File: config.mk
export PLATFORM = sky130hd
export DESIGN_NAME = ila_receiver
export DESIGN_NICKNAME = d
export VERILOG_FILES = /design/src/rtl/ila_receiver.sv
export SDC_FILE = /design/constraint.sdc
export NUM_CORES = 1
export LEC_CHECK = 0
export BUFFER_PORTS_ARGS = -buffer_cell sky130_fd_sc_hd__buf_2
export CAP_MARGIN = 20
export CORE_MARGIN = 4
export CORE_UTILIZATION = 30
export DETAILED_ROUTE_END_ITERATION = 6
export SLEW_MARGIN = 10
export SYNTH_ARGS = -nofsm -noshare
export SYNTH_HDL_FRONTEND = slang
export SYNTH_SLANG_ARGS = --single-unit
File: constraint.sdc
create_clock -name clk -period 4.3 [get_ports clk]
set_input_delay 0.43 -clock clk [delete_from_list [all_inputs] [get_ports clk]]
set_output_delay 0.43 -clock clk [all_outputs]
set_load 0.005 [all_outputs]
File: src/rtl/ila_receiver.sv
// JESD204B RX initial lane alignment receiver: validates /R/ /Q/ /A/ placement,
// captures and checksums the link configuration, and reports done or first error.
module ila_receiver #(
  parameter int MIN_MF_OCTETS = 17
) (
  input  logic       clk,
  input  logic       rst_n,
  input  logic       i_cgs_done,
  input  logic [7:0] i_data,
  input  logic       i_k,
  input  logic       i_vld,
  input  logic [7:0] i_F,
  input  logic [4:0] i_K,
  input  logic [7:0] i_ila_multiframe_length,
  output logic [7:0] o_DID,
  output logic [3:0] o_BID,
  output logic [4:0] o_LID,
  output logic [4:0] o_L,
  output logic [7:0] o_F,
  output logic [4:0] o_K,
  output logic [7:0] o_M,
  output logic [4:0] o_N,
  output logic [4:0] o_N_ap,
  output logic [1:0] o_CS,
  output logic [4:0] o_S,
  output logic       o_HD,
  output logic [4:0] o_CF,
  output logic       o_cfg_vld,
  output logic       o_ila_done,
  output logic       o_err,
  output logic [2:0] o_err_code
);

  typedef enum logic [2:0] {IDLE, WAIT_ILA, ILA, DONE, FAIL} state_t;

  localparam logic [7:0]  CH_R    = 8'h1C;
  localparam logic [7:0]  CH_A    = 8'h7C;
  localparam logic [7:0]  CH_Q    = 8'h9C;
  localparam logic [7:0]  CH_K    = 8'hBC;
  localparam logic [10:0] MIN_MFL = 11'(MIN_MF_OCTETS);

  state_t      state;
  logic [10:0] mfl_last;
  logic [10:0] pos;
  logic [7:0]  mf;
  logic [7:0]  acc;
  logic [7:0]  fchk;

  logic [8:0]  f_plus;
  logic [5:0]  k_plus;
  logic [10:0] mfl_calc;
  logic        is_r, is_a, is_q, is_kchar;
  logic        cfg_pos;
  logic [7:0]  oct_sum;
  logic [2:0]  ila_code;

  assign f_plus   = {1'b0, i_F} + 9'd1;
  assign k_plus   = {1'b0, i_K} + 6'd1;
  assign mfl_calc = {2'b0, f_plus} * {5'b0, k_plus};

  assign is_r     = i_k && (i_data == CH_R);
  assign is_a     = i_k && (i_data == CH_A);
  assign is_q     = i_k && (i_data == CH_Q);
  assign is_kchar = i_k && (i_data == CH_K);
  assign cfg_pos  = (mf == 8'd1) && (pos >= 11'd2) && (pos <= 11'd15);

  // Checksum contribution of the config octet at the current position (octet index = pos-2)
  always_comb begin
    oct_sum = 8'd0;
    if (cfg_pos) begin
      case (pos[3:0])
        4'd2:  oct_sum = i_data;
        4'd3:  oct_sum = {4'd0, i_data[7:4]} + {4'd0, i_data[3:0]};
        4'd4:  oct_sum = {7'd0, i_data[6]} + {7'd0, i_data[5]} + {3'd0, i_data[4:0]};
        4'd5:  oct_sum = {7'd0, i_data[7]} + {3'd0, i_data[4:0]};
        4'd6:  oct_sum = i_data;
        4'd7:  oct_sum = {3'd0, i_data[4:0]};
        4'd8:  oct_sum = i_data;
        4'd9:  oct_sum = {6'd0, i_data[7:6]} + {3'd0, i_data[4:0]};
        4'd10: oct_sum = {5'd0, i_data[7:5]} + {3'd0, i_data[4:0]};
        4'd11: oct_sum = {5'd0, i_data[7:5]} + {3'd0, i_data[4:0]};
        4'd12: oct_sum = {7'd0, i_data[7]} + {3'd0, i_data[4:0]};
        default: oct_sum = 8'd0;
      endcase
    end
  end

  always_comb begin
    ila_code = 3'd0;
    if (pos == 11'd0)
      ila_code = is_r ? 3'd0 : 3'd1;
    else if (pos == mfl_last)
      ila_code = is_a ? 3'd0 : 3'd2;
    else if ((mf == 8'd1) && (pos == 11'd1))
      ila_code = is_q ? 3'd0 : 3'd3;
    else if (i_k)
      ila_code = 3'd4;
  end

  always_ff @(posedge clk or negedge rst_n) begin
    if (!rst_n) begin
      state      <= IDLE;
      mfl_last   <= '0;
      pos        <= '0;
      mf         <= '0;
      acc        <= '0;
      fchk       <= '0;
      o_DID      <= '0;
      o_BID      <= '0;
      o_LID      <= '0;
      o_L        <= '0;
      o_F        <= '0;
      o_K        <= '0;
      o_M        <= '0;
      o_N        <= '0;
      o_N_ap     <= '0;
      o_CS       <= '0;
      o_S        <= '0;
      o_HD       <= 1'b0;
      o_CF       <= '0;
      o_cfg_vld  <= 1'b0;
      o_ila_done <= 1'b0;
      o_err      <= 1'b0;
      o_err_code <= '0;
    end else begin
      o_ila_done <= 1'b0;
      if (!i_cgs_done) begin
        state      <= IDLE;
        pos        <= '0;
        mf         <= '0;
        acc        <= '0;
        o_cfg_vld  <= 1'b0;
        o_err      <= 1'b0;
        o_err_code <= '0;
      end else begin
        case (state)
          IDLE: begin
            mfl_last <= mfl_calc - 11'd1;
            pos      <= '0;
            mf       <= '0;
            acc      <= '0;
            if ((mfl_calc < MIN_MFL) || (i_ila_multiframe_length == 8'd0)) begin
              state      <= FAIL;
              o_err      <= 1'b1;
              o_err_code <= 3'd6;
            end else begin
              state <= WAIT_ILA;
            end
          end
          WAIT_ILA: begin
            if (i_vld && !is_kchar) begin
              if (is_r) begin
                state <= ILA;
                pos   <= 11'd1;
                mf    <= 8'd0;
              end else begin
                state      <= FAIL;
                o_err      <= 1'b1;
                o_err_code <= 3'd1;
              end
            end
          end
          ILA: begin
            if (i_vld) begin
              if (ila_code != 3'd0) begin
                state      <= FAIL;
                o_err      <= 1'b1;
                o_err_code <= ila_code;
              end else begin
                if (cfg_pos) begin
                  acc <= acc + oct_sum;
                  case (pos[3:0])
                    4'd2:  o_DID  <= i_data;
                    4'd3:  o_BID  <= i_data[3:0];
                    4'd4:  o_LID  <= i_data[4:0];
                    4'd5:  o_L    <= i_data[4:0];
                    4'd6:  o_F    <= i_data;
                    4'd7:  o_K    <= i_data[4:0];
                    4'd8:  o_M    <= i_data;
                    4'd9:  begin o_CS <= i_data[7:6]; o_N <= i_data[4:0]; end
                    4'd10: o_N_ap <= i_data[4:0];
                    4'd11: o_S    <= i_data[4:0];
                    4'd12: begin o_HD <= i_data[7]; o_CF <= i_data[4:0]; end
                    4'd15: fchk   <= i_data;
                    default: ;
                  endcase
                end
                if (pos == mfl_last) begin
                  pos <= '0;
                  mf  <= mf + 8'd1;
                  // Last /A/ of the sequence: final verdict on the captured config
                  if (mf == i_ila_multiframe_length) begin
                    if (acc != fchk) begin
                      state      <= FAIL;
                      o_err      <= 1'b1;
                      o_err_code <= 3'd5;
                    end else if ((o_F != i_F) || (o_K != i_K)) begin
                      state      <= FAIL;
                      o_err      <= 1'b1;
                      o_err_code <= 3'd7;
                    end else begin
                      state      <= DONE;
                      o_ila_done <= 1'b1;
                      o_cfg_vld  <= 1'b1;
                    end
                  end
                end else begin
                  pos <= pos + 11'd1;
                end
              end
            end
          end
          default: ;
        endcase
      end
    end
  end

endmodule
* Word-level counts from Yosys, hierarchy flattened
Cells that the tools add are included.
** Storage, ports and cells
- Bits in registers :: 121
- Bits of input ports :: 34
- Output and inout bits :: 72
- Word-level logic and storage cells :: 199
** Operators by class
- $add $sub $neg :: 12
- Multipliers :: 1
- $lt $le $gt $ge :: 3
- Equal/unequal tests :: 45
- Mux-type cells :: 77
- Bitwise gates (word level) :: 1
- Reductions and logical operators :: 37
** Operators with widths (number)
- 2-to-1 mux 8 bit :: 11
- AND reduction 6 bit :: 13
- 2-to-1 mux 3 bit :: 24
- 2-to-1 mux 11 bit :: 6
- case mux 8 bit (7 select lines) :: 1
- case mux 11 bit (3 select lines) :: 1
- 2-to-1 mux 1 bit :: 27
- equality test 4 bit, second input constant :: 6
- != test 3 bit, second input constant :: 8
- case mux 8 bit (3 select lines) :: 1
- case mux 3 bit (3 select lines) :: 2
- equality test 4 x 3 -> 1 bit, second input constant :: 4
- equality test 8 bit, second input constant :: 2
- != test 8 bit :: 2
- case mux 8 bit (2 select lines) :: 1
- adder 2 x 5 -> 6 bit :: 2
- adder 11 x 1 -> 11 bit, second input constant :: 1
- equality test 11 x 1 -> 1 bit, second input constant :: 1
- equality test 11 bit :: 1
- >= comparator 11 x 2 -> 1 bit, second input constant :: 1
- less-or-equal comparator 11 x 4 -> 1 bit, second input constant :: 1
- logical NOT 11 bit :: 1
- less-than comparator 11 x 5 -> 1 bit, second input constant :: 1
- multiplier 9 x 6 -> 11 bit :: 1
- 39 further kinds :: 57

* Longest topological paths before layout
Gate-level depths: netlist of the first run.
- Word-level depth :: 11
- Gate-level depth with buffers :: 23
- Depth with buffers taken out :: 23

* Worst setup path before layout of the first run
Ideal clock, no wire load.
- Path type :: input to register
- Start :: in i_F[2]
- End :: reg o_err
- Setup time :: 0.125 ns
- Arrival time :: 5.062 ns
- Data required time :: 4.175 ns
- Slack :: -0.887 ns
- Stages on the path :: 19
- Path buffers :: 2
- Cell sequence :: clkbuf_1 -> and3_1 -> clkbuf_1 -> and3_1 -> xnor2_1 -> nor2_1 -> fa_1 -> fa_1 -> inv_1 -> fa_1 -> inv_1 -> ha_1 -> or3_1 -> o22a_1 -> a211o_1 -> nor2_1 -> nand4_1 -> a31o_2 -> mux2_2
** Between the ends
- Word-level cells in the longest chain between the ends :: 6
- Elaborated cells between the ends (all ways) :: 9
- Classes of those cells :: add/sub: 1; mul: 1; order compare: 1; eq/ne: 3; reduce/logical: 3
** RTL lines
- start, declared :: RTL line 12 : input logic [7:0] i_F,
- adder 8 x 1 -> 9 bit :: RTL line 57 : assign f_plus = {1'b0, i_F} + 9'd1;
- multiplier 9 x 6 -> 11 bit :: RTL line 59 : assign mfl_calc = {2'b0, f_plus} * {5'b0, k_plus};
- less-than comparator 11 x 5 -> 1 bit :: RTL line 142 : if ((mfl_calc < MIN_MFL) || (i_ila_multiframe_length == 8'd0)) begin
- logical OR 1 bit :: RTL line 142
- != test 3 bit (no source line)
- AND reduction 8 bit (no source line) (*)
- end signal, assigned :: RTL line 144 : o_err <= 1'b1;
- end signal, assigned :: RTL line 158 : o_err <= 1'b1;
- end signal, assigned :: RTL line 167 : o_err <= 1'b1;
- end, declared :: RTL line 30 : output logic o_err,
Every way passes the cells marked *; elsewhere a longest branch is shown, timed or not.
A chain may end at the register's enable or synchronous reset.

* Worst setup path after layout of the first run
- Start :: in i_F[1]
- End :: reg o_err
Same word-level chain as after synthesis.

==> results of run 1 <==
## stage by stage
| step | worst slack (ns) | cells | total power, mW | hold WS [ns] |
|---|---|---|---|---|
| 2_1_floorplan | -0.495 | 851 | 2.35 | 0.134 |
| 3_3_place_gp | -0.973 | 1380 | 2.85 | 0.457 |
| 3_5_place_dp | -1.05 | 1380 | 2.88 | 0.470 |
| 4_1_cts | -0.292 | 1416 | 4.44 | 0.0853 |
| 5_1_grt | -0.456 | 1429 | 4.83 | 0.107 |
| 6_report | -0.330 | 1429 | 4.52 | 0.0651 |
## routing by layer
layer	part of all wire	wire, um
met2	0.47	10800
met5	0	0
met3	0.064	1490
met4	0.013	297
met1	0.46	10600
## power by group through the flow
stage	registers, mW	logic (mW)	clock network, mW
floorplan	1.31	1.04	0
global placement	1.32	1.53	0
detailed placement	1.32	1.56	0
CTS	1.30	1.63	1.51
global route	1.31	1.95	1.57
finish	1.30	1.74	1.49
## final cells by class
| cell class | instances | area share |
|---|---|---|
| tap | 372 | 0.0420 |
| multi-input combinational | 650 | 0.490 |
| sequential | 121 | 0.274 |
| clock buffer | 19 | 0.0409 |
| timing repair buffer | 206 | 0.122 |
| clock inverter | 12 | 0.0148 |
| inverter | 49 | 0.0166 |
## cells in the final DEF, fill, tap and decap left out, types with 28 or more instances in the layout
cell     synthesis  final
nand2_1         65     63
xnor2_1         49     41
mux2_2          54     51
o21ai_0         38     35
nor2_1          73     59
ha_1            38     31
xor2_1          33     31
buf_4            0     94
dfrtp_1        121    120
nand3_1         31     28
inv_1           49     44
buf_2            4     99
## registers in the layout (all words and copies together) (netlist names), 8 cells and up
signal / flops
fchk: 8
mfl_last: 11
o_F: 8
o_DID: 8
pos: 11
o_M: 8
mf: 8
acc: 8
## worst max-delay path, stage by stage
cell and delay (ns):
buf_8 0.10, ha_4 0.16, and2_4 0.16, and2_4 0.15, xnor2_4 0.23, nor2_2 0.08
fa_1 0.49, fa_1 0.51, inv_2 0.04, fa_1 0.49, inv_2 0.05, ha_4 0.28
nand2_2 0.06, o211ai_1 0.22, buf_4 0.16, a31o_4 0.13, a21oi_2 0.05, xnor3_1 0.29
nand4_1 0.20, a31o_4 0.32, mux2_4 0.30
## worst max-delay path by stage
stage / start / to / slack (ns) / depth (start not counted)
after global routing: i_F[1] / o_err_code[0]$_DFFE_PN0P_ / -0.46 / 20
after CTS: i_F[0] / o_err_code[2]$_DFFE_PN0P_ / -0.29 / 19
after global placement: i_K[0] / o_err$_DFFE_PN0P_ / -0.97 / 18
after detailed placement: i_K[0] / o_err$_DFFE_PN0P_ / -1.05 / 18
final: i_F[1] / o_err$_DFFE_PN0P_ / -0.33 / 21
after floorplan: i_F[2] / o_err$_DFFE_PN0P_ / -0.49 / 19
## logic make-up after synthesis
logic type / after synthesis / share of synthesized area
compound gates: 136 / 0.109
xor+xnor: 83 / 0.0888
fa+ha+maj: 66 / 0.124
buf+inv: 80 / 0.0375
flops: 121 / 0.363
mux: 78 / 0.104
simple gates: 287 / 0.174
## what timing repair did
action                                  CTS  global route
pin swaps                                20            56
endpoints found under the setup margin    8             8
hold buffers                              0             0
setup buffers                             5            12
resized for setup                        40            50
==> summary.md, run 1 <==
| Metric | Value |
|---|---|
| Status | finished, violations left |
| Failing checks | setup timing |
| Final period utilization | 1.08 |
| CTS H-tree lvls | 4 |
| CP Class | in2reg |
| Global routing's busiest layer | met2 |
| Skew-Pair Late Insertion Delay | 0.42 ns |
| Vias per cell | 4.95 |
| Die width | 175 um |
| Dpl cell area | 0.00993 sq mm |
| Final Wtd Congestion | 0.872 |
| Worst slew pin tran | 0.799 ns |
| RR Startpoint | pos[0]$_DFFE_PN0P_ |
| Drt pass-1 iters | 5 |
| Synth unique cells | 70 |
| Hold crit path type | in2async |
| Critical Path Start Type | primary input |
| Min Tclk post-route | 4.63 ns |
| Final hold violations | 0 |
| Total Routing Usage GR | 0.155 |
| Reg2reg end | acc[6]$_DFFE_PN0P_ |
| Share of post-route cells with drive strength above 1 | 0.354 |
| CTS max path bufs | 2 |
| DR vias | 7069 |
| CP Capture Type | flip-flop |
| Initial Utilization | 0.307 |
| Worst slew margin | 0.465 |
| Worst Slack Setup Final | -0.330 ns |
| Clock transition at path regs | 0.06 ns |
| Synth cell count leaders | dfrtp_1, nor2_1, nand2_1 |
| FF/Latch Area | 0.00303 sq mm |
| N_diodes | 0 |
| First-pass GRT wire length | 38.8 mm |
| Layout area overhead | 32.7% |
| Largest cells by area after synthesis | dfrtp_1, mux2_2, fa_1, ha_1, xnor2_1 |
| Die area | 0.0305 sq mm |
| Multi-input logic area | 0.00543 sq mm |
| RSZ-0062 raised after global routing | true |
| CTS Buf Count | 17 |
| Final Cell Area | 0.0111 sq mm |
| Part of the power in registers | 0.288 |
| I/O pins | 106 |
| Hpwl dp | 17.7 mm |
| Sw Share | 0.334 |
| Rows | 60 |
| Nets | 1145 |
| Routed Antenna Nets | 0 |
| Clock root cell | clkbuf_16 |
| Post-synth EDFFs | 0 |
| Async set-reset flop share out of synthesis | 1.00 |
| Crit-path max FO | 5 |
| Routed WL per cell | 16.3 um |
| Syn Nets | 951 |
| Yosys warns | 0 |
| # fillers | 2725 |
| Critical Path AT | 4.92 ns |
| Switching pwr | 1.51 mW |
| CTS tree | yes |
| R2r setup slk | 0.23 ns |
| Cell Area, Synth | 0.00834 sq mm |
| Final setup fails | 6 |
| Core box area | 0.0272 sq mm |
| Post-Route WL | 23.3 mm |
| Clock power share | 0.329 |
| PwrDens | 409 mW/mm^2 |
| Global route overflow | 0 |
| CP Data Required Time | 4.59 ns |
| Post-synth top area share | 0.363 |
| Cell taking the most area after synthesis | dfrtp_1 |
| Die height | 175 um |
| Int Pwr | 3.01 mW |
| Synth Instances | 851 |
| Worst reg-to-reg path cell count | 19 |
| Seq/Total Area, Yosys | 0.363 |
| Initial antenna violation count | 0 |
| # port buffers | 105 |
| Logic pwr share | 0.384 |
| Grt met3 use | 0.0463 |
| Cell with the most instances after synthesis | dfrtp_1 |
| Max IR drop VDD | 249 uV |
| Lkg Pwr | 5.36 nW |
| Util after Layout | 0.407 |
| Largest net degree at the start of global routing | 59 |
| Max Slew Vio Count | 0 |
| Clk_skew | 0.00919 ns |
| Post-Syn Area per Cell | 9.80 sq um |
| Max_cap viols | 0 |
| Final routed DRC violation total | 0 |
| Met2 Use GR | 0.249 |
| CTS Sinks | 121 |
| Total negative setup slack | -1.63 ns |
| Initial DRC Count | 589 |
| Vias in the first global route | 7344 |
| Met1 usage | 0.208 |
| FMAX | 0.216 GHz |
| Seq cells post-synth | 121 |
| Primary FF master, synth | dfrtp_1 |
Power figures use the tool's default switching activity.
==> run 2, diff against run 1 <==
PLACE_DENSITY = 0.47   (was not set)
==> summary.md, run 2 (synthesis gave the netlist of run 1 again) <==
| Metric | Value |
|---|---|
| Status | finished, violations left |
| Failing checks | setup timing |
| Inst Count DP | 1377 |
| CTS Sinks | 121 |
| R2r setup slk | 0.28 ns |
| Hpwl dp | 17.5 mm |
| CTS H-tree lvls | 4 |
| CTS tree | yes |
| Die area | 0.0305 sq mm |
| Worst Slack Setup Final | -0.282 ns |
| Skew-Pair Late Insertion Delay | 0.43 ns |
| Final Wtd Congestion | 0.792 |
| Total Routing Usage GR | 0.161 |
| Core box area | 0.0272 sq mm |
| Max IR drop VDD | 227 uV |
| Critical path's top delay family | adder cells |
| Critical Path Start Type | primary input |
| CP Data Required Time | 4.61 ns |
| Top flop regs | mfl_last x11, pos x11 |
| CP max stage cell | fa_1 |
| Routed WL per cell | 16.6 um |
| Initial DRC Count | 367 |
| Min Tclk post-route | 4.58 ns |
| FMAX | 0.218 GHz |
| Lkg Pwr | 5.40 nW |
| Die height | 175 um |
| I/O pins | 106 |
| Final hold violations | 0 |
| Final period utilization | 1.07 |
| Clock transition at path regs | 0.06 ns |
| Global route overflow | 0 |
| CTS Buf Count | 17 |
| Routed Antenna Nets | 0 |
| Most frequent cells in the layout | dfrtp_1, buf_4, buf_2 |
| Critical Path AT | 4.89 ns |
| Share of post-route cells with drive strength above 1 | 0.363 |
| Most common cell on crit path | fa_1 |
| Die width | 175 um |
| Worst slew pin tran | 0.767 ns |
| Final setup fails | 6 |
| Worst path bufs/invs | 4 |
| Dpl cell area | 0.00992 sq mm |
| Most common cell after layout, fill and taps aside | dfrtp_1 |
| CP Capture Type | flip-flop |
| Vias per cell | 4.88 |
| Nets | 1159 |
| Hold Slack | 0.0614 ns |
| Pwr Total | 4.49 mW |
| Max Slew Vio Count | 0 |
| Drt pass-1 iters | 4 |
| Place WS | -1.01 ns |
| Final Cell Area | 0.0111 sq mm |
| RSZ-0062 raised after global routing | true |
| Max_cap viols | 0 |
| Finished Layout Cells | 1444 |
| Crit-path max FO | 5 |
| CP Class | in2reg |
| Post-Route WL | 24.0 mm |
| Clock root cell | clkbuf_16 |
| CTS max path bufs | 2 |
| Crit-path cells | buf_8 > ha_4 > and2_4 > and2_4 > xnor2_4 > buf_6 > nor2_2 > fa_1 > fa_1 > inv_1 > fa_1 > inv_2 > ha_4 > or3_1 > o22a_1 > a211o_1 > nor2_2 > nand4_1 > a31o_4 > mux2_4 |
| Vias in the first global route | 7162 |
| Worst slew margin | 0.489 |
| Largest net degree at the start of global routing | 68 |
| Final routed DRC violation total | 0 |
| Initial Utilization | 0.307 |
| Clk_skew | 0.0134 ns |
| N_diodes | 0 |
| Layout area overhead | 33.6% |
| PwrDens | 403 mW/mm^2 |
| First-pass GRT wire length | 40.0 mm |
| Rows | 60 |
| # port buffers | 105 |
| DR vias | 7049 |
| CP max stage delay | 0.54 ns |
| Hold crit path type | in2async |
| Initial antenna violation count | 0 |
==> run 2: cell types whose count changed in the layout (fill, tap and decap cells not counted), sizes merged <==
cell,before,now
buf,205,220
bufinv,3,1
clkbuf,20,17
clkinvlp,1,2
inv,53,57
==> run 2: per-layer routing <==
metal	global-route usage	share of wire	up-vias
met5	0	0	-
met4	0.0350	0.011	0
met3	0.0467	0.063	21
met2	0.252	0.45	142
met1	0.221	0.47	3478
li1	-	-	3408
==> run 2: layout make-up <==
type                    instances  area (sq um)
repair buffers                220          1490
clock buffers                  17           425
flip-flops and latches        121          3030
well taps                     372           465
multi-input cells             650          5390
clock inverters                15           155
fillers                      2750         16000
inverters                      49           184
==> run 2: path summary, 6_finish.rpt <==
kind | startpoint | to | cells past startpoint
hold reg to reg | o_DID[7]$_DFFE_PN0P_ | o_DID[7]$_DFFE_PN0P_ | 2
max in group asynchronous | rst_n | mfl_last[0]$_DFFE_PN0P_ | 2
setup reg to reg | pos[0]$_DFFE_PN0P_ | acc[6]$_DFFE_PN0P_ | 18
hold / removal | rst_n | acc[4]$_DFFE_PN0P_ | 1
setup / recovery | i_F[0] | o_err$_DFFE_PN0P_ | 20
min in group clk | i_vld | pos[1]$_DFFE_PN0P_ | 3
==> run 2: worst reg2reg max path: cells and delay by family (launching register included) <==
family,cells,cell delay (ns)
AO/OA/AOI/OAI,8,1.52
buffers and inverters,2,0.31
XOR/XNOR,1,0.12
adder cells (fa/ha/maj),4,1.29
multiplexers,1,0.14
flip-flops,1,0.44
AND/OR/NAND/NOR,2,0.13
==> run 2: report_power, final <==
| part | switching [mW] | internal [mW] | leakage [nW] | total [mW] |
|---|---|---|---|---|
| clock network | 0.619 | 0.817 | 0.280 | 1.44 |
| logic | 0.893 | 0.851 | 3.48 | 1.74 |
| registers | 0.0791 | 1.23 | 1.64 | 1.31 |
==> run 2: what timing repair did <==
| item | CTS | global route |
|---|---|---|
| pin swaps | 32 | 41 |
| hold buffers | 0 | 0 |
| setup buffers | 15 | 20 |
| resized for setup | 59 | 31 |
| endpoints found under the setup margin | 7 | 9 |
==> run 2: through the flow <==
stage,TNS (ns),util
floorplan,-2.43,-
global placement,-6.04,0.365
detailed placement,-6.95,0.365
CTS,-0.980,0.401
global route,-2.15,0.410
finish,-1.36,0.410
